--- config.mk ---
export PLATFORM = sky130hd
export DESIGN_NAME = time_display_scan
export DESIGN_NICKNAME = d
export VERILOG_FILES = /design/src/rtl/time_display_scan.sv
export SDC_FILE = /design/constraint.sdc
export NUM_CORES = 1
export LEC_CHECK = 0
export ABC_AREA = 1
export CORE_UTILIZATION = 58
export DETAILED_ROUTE_END_ITERATION = 8
export GPL_TIMING_DRIVEN = 1
export PLACE_DENSITY = 0.84
export SYNTH_ARGS = -nofsm -noshare
export SYNTH_HDL_FRONTEND = slang
export SYNTH_SLANG_ARGS = --single-unit
--- constraint.sdc ---
create_clock -name clk -period 5.2 [get_ports clk]
set_input_delay 1.04 -clock clk [delete_from_list [all_inputs] [get_ports clk]]
set_output_delay 1.04 -clock clk [all_outputs]
set_load 0.01 [all_outputs]
--- src/rtl/time_display_scan.sv ---
// Six-digit multiplexed seven-segment scanner for the BCD clock datapath.
// A time snapshot is taken once per frame so a frame never shows two time values.
`timescale 1ns/1ps
module time_display_scan #(
  parameter int SCAN_DIV     = 50000,
  parameter bit COMMON_ANODE = 1'b1
) (
  input  logic       clk,
  input  logic       reset,
  input  logic [7:0] hour_in,
  input  logic [7:0] min_in,
  input  logic [7:0] sec_in,
  input  logic       tick_in,
  output logic [5:0] an_out,
  output logic [6:0] seg_out,
  output logic       dp_out,
  output logic       invalid
);

  localparam int            PW        = (SCAN_DIV > 1) ? $clog2(SCAN_DIV) : 1;
  localparam logic [PW-1:0] PCNT_LAST = PW'(SCAN_DIV - 1);
  localparam logic [5:0]    AN_OFF    = {6{COMMON_ANODE}};
  localparam logic [6:0]    SEG_OFF   = {7{COMMON_ANODE}};

  logic [PW-1:0] r_pcnt;
  logic [2:0]    r_idx;
  logic [7:0]    r_hour;
  logic [7:0]    r_min;
  logic [7:0]    r_sec;
  logic          r_dp_phase;
  logic          r_invalid;
  logic [5:0]    r_an;
  logic [6:0]    r_seg;
  logic          r_dp;

  logic          w_term;
  logic          w_wrap;
  logic          w_in_invalid;
  logic [3:0]    w_nibble;
  logic [6:0]    w_seg_raw;
  logic [5:0]    w_an_raw;
  logic          w_dp_raw;

  function automatic logic bcd_bad(input logic [7:0] b);
    return (b[7:4] > 4'd9) || (b[3:0] > 4'd9);
  endfunction

  assign w_term = (r_pcnt == PCNT_LAST);
  assign w_wrap = w_term && (r_idx == 3'd5);

  // Judged on the incoming values because they become the shadow on the same edge.
  assign w_in_invalid = bcd_bad(hour_in) || bcd_bad(min_in) || bcd_bad(sec_in) ||
                        (hour_in > 8'h23) || (min_in > 8'h59) || (sec_in > 8'h59);

  // NOTE: every always_comb output gets a default first so no path can infer a latch.
  always_comb begin
    w_nibble = 4'd0;
    case (r_idx)
      3'd0:    w_nibble = r_sec[3:0];
      3'd1:    w_nibble = r_sec[7:4];
      3'd2:    w_nibble = r_min[3:0];
      3'd3:    w_nibble = r_min[7:4];
      3'd4:    w_nibble = r_hour[3:0];
      3'd5:    w_nibble = r_hour[7:4];
      default: w_nibble = 4'd0;
    endcase

    w_seg_raw = 7'b1000000;
    case (w_nibble)
      4'd0:    w_seg_raw = 7'b0111111;
      4'd1:    w_seg_raw = 7'b0000110;
      4'd2:    w_seg_raw = 7'b1011011;
      4'd3:    w_seg_raw = 7'b1001111;
      4'd4:    w_seg_raw = 7'b1100110;
      4'd5:    w_seg_raw = 7'b1101101;
      4'd6:    w_seg_raw = 7'b1111101;
      4'd7:    w_seg_raw = 7'b0000111;
      4'd8:    w_seg_raw = 7'b1111111;
      4'd9:    w_seg_raw = 7'b1101111;
      default: w_seg_raw = 7'b1000000;
    endcase
    if ((r_idx == 3'd5) && (r_hour[7:4] == 4'd0)) w_seg_raw = 7'b0000000;

    w_an_raw = 6'(1) << r_idx;
    w_dp_raw = r_dp_phase && ((r_idx == 3'd2) || (r_idx == 3'd4));
  end

  // NOTE: sequential state uses non-blocking assignments so every register samples pre-edge values.
  always_ff @(posedge clk) begin
    if (reset) begin
      r_pcnt     <= '0;
      r_idx      <= 3'd0;
      // NOTE: the shadows are reset on purpose: the first frame must show a defined all-zero time.
      r_hour     <= 8'h00;
      r_min      <= 8'h00;
      r_sec      <= 8'h00;
      r_dp_phase <= 1'b0;
      r_invalid  <= 1'b0;
      r_an       <= AN_OFF;
      r_seg      <= SEG_OFF;
      r_dp       <= COMMON_ANODE;
    end else begin
      if (w_term) begin
        r_pcnt <= '0;
        r_idx  <= (r_idx == 3'd5) ? 3'd0 : r_idx + 3'd1;
      end else begin
        r_pcnt <= r_pcnt + PW'(1);
      end

      if (w_wrap) begin
        r_hour    <= hour_in;
        r_min     <= min_in;
        r_sec     <= sec_in;
        r_invalid <= w_in_invalid;
      end

      if (tick_in) r_dp_phase <= ~r_dp_phase;

      // Polarity is applied only here, so internal logic is always active-high.
      r_an  <= w_an_raw ^ AN_OFF;
      r_seg <= w_seg_raw ^ SEG_OFF;
      r_dp  <= w_dp_raw ^ COMMON_ANODE;
    end
  end

  assign an_out  = r_an;
  assign seg_out = r_seg;
  assign dp_out  = r_dp;
  assign invalid = r_invalid;

endmodule

# After elaboration in Yosys (flattened, before gate mapping)
# Memory sizes are Yosys's and may differ from the RTL's.
# Cells that the tools add are included.
word_totals:
  mem_count: 1
  input_bits: 27
  word_cells: 51
  romBits: 112
  register_bits: 59
classes:
  order_cmp: 9
  reduce_logical: 15
  muxes: 3
  add_sub_neg: 2
  n_shift: 1
  n_eq_ne: 6
  bitwise_logic: 4
mem_list:
  columns: ["name", "words", "word_bits", "rd", "rd_ports_with_merged_regs", "wr", "line_no", "text"]
  rows:
  - ["(name not given)", 16, 7, 1, 0, 0, "69", "case (w_nibble)"]
op_table:
  columns: ["operator", "count"]
  rows:
  - ["$gt 4x4->1 const B", 6]
  - ["$pmux 4 s6", 1]
  - ["$add 16x1->16 const B", 1]
  - ["$eq 16x16->1 const B", 1]
  - ["$gt 8x7->1 const B", 2]
  - ["$logic_or 1x1->1", 9]
  - ["$gt 8x6->1 const B", 1]
  - ["$mux 7", 1]
  - ["$not 7->7", 1]
  - ["$eq 3x2->1 const B", 2]
  - ["$eq 3x3->1 const B", 2]
  - ["$not 6->6", 1]
  - ["$shl 1x3->6 const A", 1]
  - ["$logic_not 4->1", 1]
  - ["$add 3x1->3 const B", 1]
  - ["$eq 3x1->1 const B", 1]
  - ["$logic_and 1x1->1", 3]
  - ["$logic_not 3->1", 1]
  - ["$mux 3", 1]
  - ["$not 1->1", 2]
  - ["$reduce_or 2->1", 1]

# Longest topological paths before layout
# Gate-level depths: netlist (run 1).
depth:
  word_depth: 7
  ltp_mapped: 15
  depth_no_buf: 14

# Worst setup path after synthesis (run 1)
# Ideal clock, no wire load.
synth_path:
  path_kind: "reg2reg"
  start: "register r_idx[0]"
  end: "register r_seg[3], in the netlist seg_out[3]"
  path_buffers: 1
  setup_ps: 129
  arrival_ps: 1576
  required_time_ps: 5071
  period_less_slack_ps: 1705
  path_slack_ps: 3495
  path_stages_with_launch: 14
  cell_sequence: "dfxtp_1 buf_6 nand2_1 inv_1 ha_1 nand2_1 o21ai_0 nor2_1 nand2_1 inv_1 ha_1 nand2_1 nand3_1 nand3_1"
synth_between:
  elab_chain_cells: 5
  elab_cells_between_ends: 11
  classes_between: "eq/ne (5); mux (2); bitwise (1); reduce/logical (2); memory (1)"
synth_lines:
  columns: ["item", "line_no", "text"]
  rows:
  - ["start: declaration", "26", "logic [2:0] r_idx;"]
  - ["start signal: assignment", "105", "r_idx <= (r_idx == 3'd5) ? 3'd0 : r_idx + 3'd1;"]
  - ["$eq 3x3->1 (tied with other cells)", "58, 82", null]
  - ["$pmux 4 s6", "58", "case (r_idx)"]
  - ["$mem_v2 16x7", null, null]
  - ["$mux 7 (*)", "82", "if ((r_idx == 3'd5) && (r_hour[7:4] == 4'd0)) w_seg_raw = 7'b0000000;"]
  - ["$not 7->7 (no source line) (*)", null, null]
  - ["end signal: assignment", "121", "r_seg <= w_seg_raw ^ SEG_OFF;"]
  - ["end: declaration", "33", "logic [6:0] r_seg;"]
# Mark *: on every way between the ends. The rest lies on a longest branch, timed or not.
# A chain may end at the register's enable or synchronous reset.

==> reports/results.ini, run 1 <==
[global_route]
antenna_found_initial = 0
grt.overflow.total = 0
first_global_vias = 2575
grt_util_all_layers_pct = 29.28
grt_max_degree = 25
grt_pass1_wl_um = 12050

[synth]
yosys_warnings = 0
ys_types = 34
syn_area_um2 = 3013
syn_inst = 415
syn-num-nets = 450
syn_avg_cell_area_um2 = 7.260
synthTopCellsByArea = dfxtp_1, nand2_1, inv_1, a21oi_1, nand3_1
yosysTopAreaCellShare_pct = 39.20
ys_ff_latch = 59
yosysSeqAreaShare_pct = 39.20
synth_top_cell_by_area = dfxtp_1

[run_status]
status = complete, no violations

[power]
p_leak_nw = 1.609
power_mw = 1.094
power.density_nw_per_um2 = 295.6
ir_drop_mv = 0.1722

[worst_setup_path]
cpPeakStageDelay_ps = 700
crit_type = in -> reg
slowest_stage = inv_1
r2r_start = r_idx[2]
startpoint = reset
cp_common_cell = inv_1
crit_fanout = 24
cp.arrival_ps = 2990
required_ps = 5410
critPathLaunchType = input pin
endpoint_kind = flop
path_cells = clkdlybuf4s50_1 > inv_1 > o21ai_0 > inv_1 > nand3_1

[clock_tree]
clkTransAtPathRegs_ps = 70
cts_tree = built
root_buffer = clkbuf_8
ctsLongestPathBuffers = 2
clkSinkCount = 59
numCtsBuffers = 9
cts_setup_buffers = 0
clock_latency_ps = 340
cts_resized = 0
cts.htree.levels = 3
cts_hold_buf = 0

[detailed_routing]
wirelength_um = 7279
drc = 0
drt-vias-per-instance = 5.492
drt_iter0_drc = 215
dr_total_vias = 2911
wl_per_cell_um = 13.73
ant_nets = 0
first_pass_iters = 6

[cells_and_area]
final_common_cell = nand2_1
diodes = 0
most-common-layout-cells = nand2_1, inv_1, dfxtp_1
layout-drive-gt1-share_pct = 9.935
finalNetCount = 493
fillers = 369
final_area_um2 = 3702
syn_to_final_growth_pct = 22.88
multi_input_area_um2 = 1495
regArea_um2 = 1181

[timing]
tightestPinTransition_ps = 793.1
fin_skew_ps = 9.826
setup_tns_ps = 0
drv_slew = 0
hold_viol = 0
setup_ws_ps = 2427
rsz0062_at_grt = false
post-route-period-util_pct = 53.34
setup_viol = 0
post-route-min-period_ps = 2773
max_freq_mhz = 360.6
max-slew-margin-rel_pct = 47.07

[run]
cap_violations = 0

[die]
die_w_um = 74.08
initial_core_util_pct = 62.14
rows = 25
core_um2 = 4848
die_y_um = 74.08
dieArea_um2 = 5487
num_io_pins = 42

[placement]
hpwl_um = 4954
post-place-ws_ps = 2139
placed_area_um2 = 3428
portBuffers = 41
gp_congestion = 0.8758

[hold_path]
hp-class = reg -> reg
min_from = r_dp_phase

## cell type report
cell class              count  share of cell area [%]
clock buffers              10                   3.717
clock inverters             6                   3.684
inverters                  66                   6.962
multi-input cells         281                   40.39
flip-flops and latches     59                   31.90
well taps                  67                   2.264
repair buffers             41                   11.08
## stage by stage
stage / hold slack (ps) / utilization (%) / std cells
6_report: 419.8 / 76.36 / 530
5_1_grt: 432.1 / 76.36 / 530
4_1_cts: 420.8 / 76.36 / 530
3_5_place_dp: 403.3 / 70.71 / 514
3_3_place_gp: 399.2 / 70.71 / 514
2_1_floorplan: 377.5 / - / 415
## cells by family (layout without fill, tap and decap cells)
family                   Yosys count  in the layout  synth area share (%)
AND/OR/NAND/NOR                  214            214                 35.09
buffers and inverters             75            123                 11.17
flip-flops                        59             59                 39.20
AO/OA/AOI/OAI                     54             54                 9.759
adder cells (fa/ha/maj)            8              8                 3.322
XOR/XNOR                           5              5                 1.454
## synth_stat cells, drive strengths merged
cell type  instances
buf                7
nand4             21
nor2              44
o21bai             1
nor3b              2
o21a               1
o21ai             16
nand2            102
a21oi             36
clkbuf             2
xor2               2
nand3             34
clkinv             1
ha                 8
inv               65
xnor2              3
nor3               9
nand3b             2
dfxtp             59
## critical path, delay by kind of cell
kind / cells / cell delay [ps]
compound gates: 1 / 300
buf+inv: 3 / 1550
simple gates: 1 / 100
## where the power goes
| part | internal [mW] | switching, mW |
|---|---|---|
| clock network | 0.381 | 0.192 |
| logic | 0.0310 | 0.0269 |
| registers | 0.459 | 0.00534 |
## per-layer routing
metal,wire [um],global-route usage [%]
met2,3452,46.87
met3,480,7.453
met5,0,0
met4,241,11.75
met1,3106,37.80
## sequential cells by signal (all words and copies together), names as in the netlist
register and cells:
r_pcnt 16, r_hour 8, r_min 8, r_sec 8, seg_out 7, an_out 6
r_idx 3, dp_out 1, invalid 1, r_dp_phase 1
## worst paths after layout
kind / to / slack [ps] / cells after the start
setup / recovery: seg_out[2] / 2430 / 5
hold / removal: dp_out / 420 / 1
setup reg to reg: seg_out[4] / 2860 / 11
hold reg to reg: dp_out / 420 / 1
Note: power is estimated with default switching activity, not from simulation.
==> run 2, diff against run 1 <==
Settings changed: CORE_UTILIZATION 58 to 54, PLACE_DENSITY 0.84 to 0.79.
Clock period 5.2 ns to 2.7 ns, I/O delays scaled along.
==> reports/results.ini, run 2 (same netlist as run 1, synthesis figures left out) <==
[die]
die_y_um = 76.70
dieArea_um2 = 5882
initial_core_util_pct = 57.53
num_io_pins = 42
core_um2 = 5238
rows = 26
die_w_um = 76.70

[global_route]
grt_util_all_layers_pct = 25.11
grt.overflow.total = 0
grt_max_degree = 20
antenna_found_initial = 0
grt_pass1_wl_um = 11450
first_global_vias = 2553

[placement]
gp_congestion = 0.8959
hpwl_um = 5182
portBuffers = 41
placed_area_um2 = 3447

[timing]
fin_skew_ps = 7.946
drv_slew = 0
post-route-period-util_pct = 84.81
setup_viol = 0
post-route-min-period_ps = 2290
hold_slack_ps = 401.1
hold_viol = 0
rsz0062_at_grt = false
max-slew-margin-rel_pct = 66.94
setup_tns_ps = 0
tightestPinTransition_ps = 495.4
max_freq_mhz = 436.7

[clock_tree]
cts_hold_buf = 0
cts_resized = 0
clkTransAtPathRegs_ps = 60
ctsLongestPathBuffers = 2
numCtsBuffers = 9
clock_latency_ps = 340
cts.htree.levels = 3
cts_setup_buffers = 0
cts_tree = built
root_buffer = clkbuf_8
clkSinkCount = 59

[detailed_routing]
ant_nets = 0
drt_iter0_drc = 174
wirelength_um = 6827
drt-vias-per-instance = 5.178
first_pass_iters = 5
wl_per_cell_um = 12.78
dr_total_vias = 2765
drc = 0

[power]
power_frac_seq_pct = 51.5
p_leak_nw = 1.582
p_comb_share_pct = 6.5
pwr-share-clk_pct = 42.0
switching_share_pct = 22.43
ir_drop_mv = 0.3982
power.density_nw_per_um2 = 478.4
p_switching_mw = 0.3891
p_int_mw = 1.346

[cells_and_area]
syn_to_final_growth_pct = 20.35
finalNetCount = 495
top_register = r_pcnt
diodes = 0
largest_reg_flops = 16
fillers = 480
final_common_cell = nand2_1
final_area_um2 = 3626
utilization_pct = 69.23
most-common-layout-cells = nand2_1, inv_1, dfxtp_1
layout-drive-gt1-share_pct = 9.914

[run]
cap_violations = 0

[worst_setup_path]
crit_type = reg -> reg
required_ps = 2940
r2r_cells = 11
critPathCapture = seg_out[4]
r2r_start = r_idx[2]
crit_fanout = 12
r2r_end = seg_out[4]
startpoint = r_idx[2]
cp.arrival_ps = 2520
critPathLaunchType = flop
regToRegSetupSlack_ps = 410
endpoint_kind = flop

[run_status]
status = complete, no violations

[hold_path]
hp-class = reg -> reg

run 2: changes by cell type in the layout (fill, tap and decap cells not counted):
cell        before  now
buf_4            0    2
clkinv_4         2    1
clkinv_2         0    2
clkinvlp_4       1    0
bufinv_16        4    0
clkbuf_8        10   12
clkbuf_1         0    1
run 2: stage by stage:
stage          power [mW]  cells  worst slack [ps]
2_1_floorplan      0.9642    415             995.4
3_3_place_gp        1.024    519             570.2
3_5_place_dp        1.025    519             462.4
4_1_cts             1.745    534             445.5
5_1_grt             1.798    534             134.0
6_report            1.735    534             410.2
run 2: final cells by class:
class                      count  area, um2  share of cell area, %
clock buffer                  13      168.9                  4.658
inverter                      66      257.7                  7.108
multi-input combinational    281       1495                  41.24
timing repair buffer          43      425.4                  11.73
clock inverter                 2      10.01                 0.2761
tap                           70      87.58                  2.415
sequential                    59       1181                  32.57
run 2: worst min-delay path by stage:
| stage | startpoint | endpoint | slack [ps] | depth (start not counted) |
|---|---|---|---|---|
| 3_3_place_gp | r_dp_phase | dp_out | 380 | 1 |
| 6_report | r_dp_phase | dp_out | 400 | 1 |
| 3_5_place_dp | r_dp_phase | dp_out | 400 | 1 |
| 4_1_cts | r_dp_phase | dp_out | 410 | 1 |
| 2_1_floorplan | r_dp_phase | dp_out | 380 | 1 |
| 5_1_grt | r_dp_phase | dp_out | 420 | 1 |
run 2: worst max-delay path, stage by stage (launching register included):
cell and delay, ps:
dfxtp_1 590, inv_1 210, ha_1 320, nand2_1 90
o21ai_0 70, nor2_1 130, nand2_1 140, inv_1 150
ha_1 180, nand3_1 90, a21oi_1 150, nand2_1 60
run 2: power by group through the flow:
| stage | logic, mW | registers (mW) | clock network [mW] |
|---|---|---|---|
| after detailed placement | 0.113 | 0.913 | 0 |
| after floorplan | 0.0516 | 0.913 | 0 |
| after global placement | 0.112 | 0.912 | 0 |
| after CTS | 0.113 | 0.894 | 0.738 |
| after global routing | 0.122 | 0.895 | 0.781 |
| final | 0.113 | 0.893 | 0.728 |
run 2: metal layers:
metal	GRT usage (%)	part of all wire, %
met1	32.69	47
met2	38.13	46
met3	6.310	5.3
met4	13.27	2.2
met5	0	0
==> run 3, diff against run 2 <==
Settings changed: CORE_UTILIZATION 54 to 49, PLACE_DENSITY 0.79 to 0.76.
Clock period 2.7 ns to 2 ns, I/O delays scaled along.
==> reports/results.ini, run 3 (same netlist as run 1, synthesis figures left out) <==
[run_status]
status = complete, no violations

[cells_and_area]
top_register = r_pcnt
diodes = 0
largest_reg_flops = 16
final_area_um2 = 3670
layout-drive-gt1-share_pct = 12.18
final_common_cell = nand2_1
most-common-layout-cells = nand2_1, inv_1, dfxtp_1
multi_input_area_um2 = 1505
fin_cells = 543
utilization_pct = 61.98
fillers = 546
regArea_um2 = 1184
syn_to_final_growth_pct = 21.80
finalNetCount = 500

[detailed_routing]
drt-vias-per-instance = 5.175
wl_per_cell_um = 12.60
first_pass_iters = 5
wirelength_um = 6842
drt_iter0_drc = 140
dr_total_vias = 2810
ant_nets = 0
drc = 0

[placement]
dp.cells = 529
portBuffers = 41
hpwl_um = 5013
placed_area_um2 = 3491
gp_congestion = 0.9170
post-place-ws_ps = 128.3

[timing]
tightestPinTransition_ps = 420.8
fin_skew_ps = 8.907
setup_ws_ps = 139.2
post-route-min-period_ps = 1861
max_freq_mhz = 537.4
max-slew-margin-rel_pct = 71.88
setup_tns_ps = 0
post-route-period-util_pct = 93.04
drv_slew = 0
setup_viol = 0
rsz0062_at_grt = false
hold_viol = 0

[worst_setup_path]
critPathTopFamily = simple AND/OR/NAND/NOR gates
critPathLaunchType = flop
crit_type = reg -> reg
cp_common_cell = nand2_1
slowest_stage = dfxtp_2
required_ps = 2210
cp.buffers_inverters = 2
cpPeakStageDelay_ps = 390
endpoint_kind = flop
path_cells = nand2_1 > inv_1 > ha_2 > nand2_1 > o21ai_0 > nor2_1 > nand2_1 > inv_1 > ha_1 > nand2_1 > nand3_1 > nand3_1
cp.arrival_ps = 2070
crit_fanout = 7

[clock_tree]
cts_tree = built
cts.htree.levels = 3
cts_hold_buf = 0
clkSinkCount = 59
clock_latency_ps = 340
numCtsBuffers = 9
clkTransAtPathRegs_ps = 70
root_buffer = clkbuf_8
ctsLongestPathBuffers = 2
cts_setup_buffers = 0

[die]
rows = 28
die_y_um = 80.42
core_um2 = 5921
initial_core_util_pct = 50.89
num_io_pins = 42
die_w_um = 80.42
dieArea_um2 = 6467

[power]
ir_drop_mv = 0.4321
p_leak_nw = 1.603
power.density_nw_per_um2 = 630.9

[global_route]
antenna_found_initial = 0
grt.overflow.total = 0
grt_util_all_layers_pct = 22.68
grt_max_degree = 20
first_global_vias = 2309
grt_pass1_wl_um = 10900

[hold_path]
hp-class = reg -> reg

[run]
cap_violations = 0

[run 3: cell type report]
type                    count  share of cell area, %
multi-input cells         281                  41.02
flip-flops and latches     59                  32.25
repair buffers             48                  12.62
inverters                  66                  7.024
clock buffers              11                  4.125
well taps                  75                  2.557
clock inverters             3                 0.4091
[run 3: per-stage QoR]
| stage | power, mW | hold slack, ps |
|---|---|---|
| detailed placement | 1.387 | 389.0 |
| floorplan | 1.302 | 377.5 |
| global route | 2.398 | 418.1 |
| CTS | 2.324 | 404.3 |
| global placement | 1.386 | 386.2 |
| finish | 2.315 | 403.1 |
[run 3: path summary, 6_finish.rpt]
kind              depth (start not counted)  slack, ps    endpoint        from
setup / recovery                         12        140  seg_out[3]    r_idx[0]
hold / removal                            1        400      dp_out  r_dp_phase
setup reg to reg                         12        140  seg_out[3]    r_idx[0]
hold reg to reg                           1        400      dp_out  r_dp_phase
[run 3: what timing repair did]
action,CTS,global route
gates resized for setup,0,6
hold endpoints to repair,0,0
setup endpoints to repair,0,7
[run 3: metal layers]
layer | vias up | GRT usage, % | part of all wire [%]
met5 | - | 0 | 0
met4 | 0 | 10.89 | 2.5
met3 | 16 | 5.795 | 6.5
met2 | 99 | 31.61 | 42
met1 | 1265 | 32.01 | 49
li1 | 1430 | - | -
[run 3: power breakdown]
group,internal (mW),total [mW],switching [mW]
Combinational,0.0857,0.159,0.0728
Sequential,1.19,1.20,0.0102
Clock,0.496,0.953,0.457
